[src/rtl/mem_port_arbiter.sv]
`default_nettype none
// ============================================================================
//  Module      : mem_port_arbiter
//  Description : Shares one single-port memory between instruction fetch (I)
//                and load/store (D); D has bounded priority, read data is
//                routed back in issue order via a fixed-latency tag pipeline.
//  Revision    : 1.0 - initial release
// ============================================================================
module mem_port_arbiter #(
    parameter int BUS_WIDTH    = 32,
    parameter int RD_LAT       = 2,
    parameter int MAX_D_STREAK = 4
) (
    input  logic                 clk,
    input  logic                 reset,
    input  logic                 i_valid,
    output logic                 i_ready,
    input  logic [BUS_WIDTH-1:0] i_addr,
    input  logic                 i_flush,
    output logic                 i_rsp_valid,
    output logic [BUS_WIDTH-1:0] i_rsp_data,
    input  logic                 d_valid,
    output logic                 d_ready,
    input  logic                 d_wr,
    input  logic [BUS_WIDTH-1:0] d_addr,
    input  logic [BUS_WIDTH-1:0] d_wdata,
    output logic                 d_rsp_valid,
    output logic [BUS_WIDTH-1:0] d_rsp_data,
    input  logic                 mem_ready,
    output logic                 mem_en,
    output logic                 mem_we,
    output logic [BUS_WIDTH-1:0] mem_addr,
    output logic [BUS_WIDTH-1:0] mem_wdata,
    input  logic [BUS_WIDTH-1:0] mem_rdata
);

    localparam logic [3:0] c_max_streak = 4'(MAX_D_STREAK);

    logic [3:0]        r_streak_cnt;
    logic [RD_LAT-1:0] r_tag_vld;
    logic [RD_LAT-1:0] r_tag_id;    // 0 = I, 1 = D

    logic w_grant_d;
    logic w_grant_i;
    logic w_rd_grant;
    logic w_last_vld;
    logic w_last_id;

    always_comb begin
        w_grant_d  = !reset && mem_ready && d_valid &&
                     (!i_valid || (r_streak_cnt < c_max_streak));
        w_grant_i  = !reset && mem_ready && i_valid && !w_grant_d;
        w_rd_grant = w_grant_i || (w_grant_d && !d_wr);
        w_last_vld = r_tag_vld[RD_LAT-1];
        w_last_id  = r_tag_id[RD_LAT-1];
    end

    assign i_ready   = w_grant_i;
    assign d_ready   = w_grant_d;
    assign mem_en    = w_grant_i || w_grant_d;
    assign mem_we    = w_grant_d && d_wr;
    assign mem_addr  = w_grant_d ? d_addr : (w_grant_i ? i_addr : '0);
    assign mem_wdata = w_grant_d ? d_wdata : '0;

    // A flush also kills the fetch response emerging this very cycle
    assign i_rsp_valid = !reset && w_last_vld && !w_last_id && !i_flush;
    assign d_rsp_valid = !reset && w_last_vld && w_last_id;
    assign i_rsp_data  = i_rsp_valid ? mem_rdata : '0;
    assign d_rsp_data  = d_rsp_valid ? mem_rdata : '0;

    always_ff @(posedge clk) begin
        if (reset) begin
            r_tag_vld <= '0;
            r_tag_id  <= '0;
        end else begin
            r_tag_vld[0] <= w_rd_grant && !(i_flush && w_grant_i);
            r_tag_id[0]  <= w_grant_d;
            for (int k = 1; k < RD_LAT; k++) begin
                r_tag_vld[k] <= r_tag_vld[k-1] && !(i_flush && !r_tag_id[k-1]);
                r_tag_id[k]  <= r_tag_id[k-1];
            end
        end
    end

    // Streak only counts D wins over a waiting fetch; stalls freeze it
    always_ff @(posedge clk) begin
        if (reset) begin
            r_streak_cnt <= 4'd0;
        end else if (mem_ready) begin
            if (w_grant_i || !i_valid) begin
                r_streak_cnt <= 4'd0;
            end else if (w_grant_d && (r_streak_cnt < c_max_streak)) begin
                r_streak_cnt <= r_streak_cnt + 4'd1;
            end
        end
    end

endmodule
`default_nettype wire

[config.mk]
export PLATFORM = sky130hd
export DESIGN_NAME = mem_port_arbiter
export DESIGN_NICKNAME = d
export VERILOG_FILES = /design/src/rtl/mem_port_arbiter.sv
export SDC_FILE = /design/constraint.sdc
export NUM_CORES = 1
export LEC_CHECK = 0
export BUFFER_PORTS_ARGS = -buffer_cell sky130_fd_sc_hd__buf_2
export CORE_AREA = 2 2 106 108
export CTS_BUF_LIST = sky130_fd_sc_hd__clkbuf_16
export CTS_CLUSTER_DIAMETER = 80
export CTS_CLUSTER_SIZE = 25
export DETAILED_ROUTE_END_ITERATION = 8
export DIE_AREA = 0 0 108 110
export SLEW_MARGIN = 20
export SYNTH_ARGS = -nofsm -noshare
export SYNTH_HDL_FRONTEND = slang
export SYNTH_SLANG_ARGS = --single-unit
export TNS_END_PERCENT = 30
[constraint.sdc]
create_clock -name clk -period 1.5 [get_ports clk]
set_clock_uncertainty 0.2 [all_clocks]
set_input_delay 0.15 -clock clk [delete_from_list [all_inputs] [get_ports clk]]
set_output_delay 0.15 -clock clk [all_outputs]
set_load 0.05 [all_outputs]
==> summary.md <==
| Metric | Value |
|---|---|
| CTS tree | yes |
| Final setup viols | 137 |
| Filler-free cell count of the finished design | 611 |
| Status | finished, violations left |
| Final WS setup | -0.453 ns |
| Synthesized instance count | 181 |
| Area leader, netlist | and2_1 |
| Syn Std Cell Area | 1330 um2 |
| Die area | 11900 um2 |
| Reg clk slew, reported paths | 0.04 ns |
| Residual DRC | 0 |
| First-pass GRT wire length | 13500 um |
| Post-synthesis to final-layout area growth | 269% |
| Gr busiest metal | met2 |
| DR vias/cell | 4.15 |
| Post-synth EDFFs | 0 |
| Min-delay src | d_wr |
| Syn nets | 317 |
| CTS sink count | 8 |
| Arrival @ worst endpoint | 1.60 ns |
| Clock root buffer | clkbuf_16 |
| ANT cells | 0 |
| Relative slew slack | 83.2% |
| Final ANT Viol Nets | 0 |
| Clock buffer count from CTS | 3 |
| Measured slew at the worst slew-check pin | 0.250 ns |
| Die width | 108 um |
| Seq cells post-synth | 8 |
| Vias in the first global route | 2643 |
| R2R cell count | 9 |
| Skew-Pair Late Insertion Delay | 0.23 ns |
| Crit-path leading delay family | simple AND/OR/NAND/NOR gates |
| Setup CP Type | reg -> out |
| Initial Util | 12.4% |
| Initial antenna violation count | 0 |
| Leakage Power | 0.00253 uW |
| Syn avg cell area | 7.33 um2 |
| Sequential share of the synthesized area | 12.1% |
| # IOs | 269 |
| Yosys top cell area share | 45.7% |
| Crit Path Max Fanout | 7 |
| Routed wire length | 9460 um |
| Max-Cap Viols | 0 |
| RD Place Congestion | 0.805 |
| Yosys warnings | 0 |
| Sink of the worst hold path | r_tag_vld[0] |
| Place WS | -0.355 ns |
| Design Area, Final | 4890 um2 |
| Hold Crit Depth | 3 |
| Worst EP required | 1.15 ns |
| Global-route met1 utilization | 14.9% |
| Inst Count DP | 590 |
| CP Launch Point | r_streak_cnt[3] |
| Period utilisation layout | 130% |
| Count leader, synth | and2_1 |
| Initial DRC Count | 91 |
| PortBufs | 268 |
| Asr flop ratio synth | 0% |
| Grt ovf | 0 |
| Period minus WS final | 1.95 ns |
| Largest net degree at the start of global routing | 34 |
| Row cnt | 38 |
| Startpoint types | flip-flop |
| Longest Clk Path Bufs | 2 |
| Commonest cells in the netlist | and2_1, a22o_1, buf_2, dfxtp_1, clkbuf_1 |
| GRT met2 Usage | 29.7% |
| Reg2reg start | r_streak_cnt[3] |
| Layout cells sized above 1 | 90.9% |
| Setup slack, reg-to-reg | -0.14 ns |
| Worst vdd ir | 559 uV |
| FF-to-FF End | r_streak_cnt[2] |
| Slowest cell delay on critical path | 0.32 ns |
| Final Hold Viols | 0 |
| Fmax | 512 MHz |
| Critical path buffers and inverters | 2 |
| Critical-path cell list | nor3b_2, and3b_4, buf_16, a22o_4, buf_12 |
| Slowest cell on crit path | dfxtp_2 |
| GRT Total Usage | 14.3% |
| Depth of the CTS H-tree | 1 |
| Placed cell area | 3420 um2 |
| Die Y | 110 um |
| Cell Pwr Density | 324 nW/um2 |
| Max-slew violation count | 0 |
| Met3 Use GR | 1.53% |
| Hpwl dp | 6490 um |
| Synth cell types | 22 |
| DR WL/cell | 15.5 um |
| Unrepaired setup endpoints after global routing | true |
| Setup TNS | -34.89 ns |
| Failing checks | setup timing |
| Core area | 10700 um2 |
| 1st-pass router iterations | 4 |
| Total vias in the final route | 2535 |
| HP Class | in -> reg |
| Primary FF master, synth | dfxtp_1 |
| Synth area leaders | and2_1, a22o_1, dfxtp_1 |
| Nets | 609 |
| Worst Setup End Kind | output port |
## layer usage
| layer | up-vias | part of all wire (%) |
|---|---|---|
| li1 | 1202 | - |
| met1 | 1208 | 33 |
| met2 | 107 | 59 |
| met3 | 18 | 5.7 |
| met4 | 0 | 1.9 |
| met5 | - | 0 |
## layout make-up
type                            count  area (um2)
Clock buffer                        3        75.1
Timing Repair Buffer              304        2930
Inverter                            3        11.3
Tap cell                          140         175
Fill cell                         993        5800
Multi-Input combinational cell    153        1540
Sequential cell                     8         165
## worst max-delay path by stage
| stage | cells after the start | to | slack, ns |
|---|---|---|---|
| 3_3_place_gp | 5 | mem_wdata[11] | -0.29 |
| 5_1_grt | 5 | mem_addr[1] | -0.51 |
| 4_1_cts | 5 | mem_addr[1] | -0.46 |
| 2_1_floorplan | 5 | mem_addr[22] | -0.16 |
| 3_5_place_dp | 5 | mem_wdata[25] | -0.36 |
| 6_report | 5 | mem_addr[1] | -0.45 |
## flip-flops by register name, indices dropped and copies added, names as in the netlist
register and flops:
r_streak_cnt 4, r_tag_id 2, r_tag_vld 2
## where the power goes
group | internal, uW | switching (uW) | total, uW
logic | 454 | 464 | 918
registers | 219 | 2.82 | 222
clock network | 343 | 103 | 446
## kinds of logic (layout without fill, tap and decap cells)
group	count (synthesis)	in the layout	synth area share [%]
AOI/OAI and AO/OA	39	39	24.6
and+or+nand+nor	112	113	54.4
buffers and inverters	21	310	8.01
DFF	8	8	12.1
adders and majority gates	1	1	0.942
## worst register-to-register path, stage by stage, from the launching register on
cell and delay, ns:
dfxtp_2 0.32, nor3b_2 0.20, buf_4 0.13, buf_4 0.09, buf_4 0.09, buf_4 0.10, buf_4 0.10, buf_4 0.10
nand4_1 0.11, a21oi_2 0.14
## timing repair
item,4_1_cts,5_1_grt
setup buffers,11,2
pin swaps,43,15
gates cloned,7,0
gates resized for setup,336,23
setup endpoints to repair,133,138
hold buffers,0,0
## per-stage QoR
stage | power [uW] | util (%) | hold slack (ns)
6_report | 1590 | 45.8 | 0.0187
3_5_place_dp | 945 | 32.0 | 0.230
3_3_place_gp | 935 | 32.0 | 0.229
4_1_cts | 1590 | 45.3 | 0.0245
2_1_floorplan | 639 | - | 0.0191
5_1_grt | 1640 | 45.8 | 0.0318
## layout by cell type (no fill, tap or decap), types with 4 or more instances in the layout
cell / instances
buf_6: 66
buf_8: 67
dfxtp_1: 4
buf_4: 20
buf_16: 5
and2_2: 21
and2_4: 54
buf_2: 135
a22o_4: 30
dfxtp_2: 4
and2_1: 22
buf_12: 11
Power figures use the tool's default switching activity.
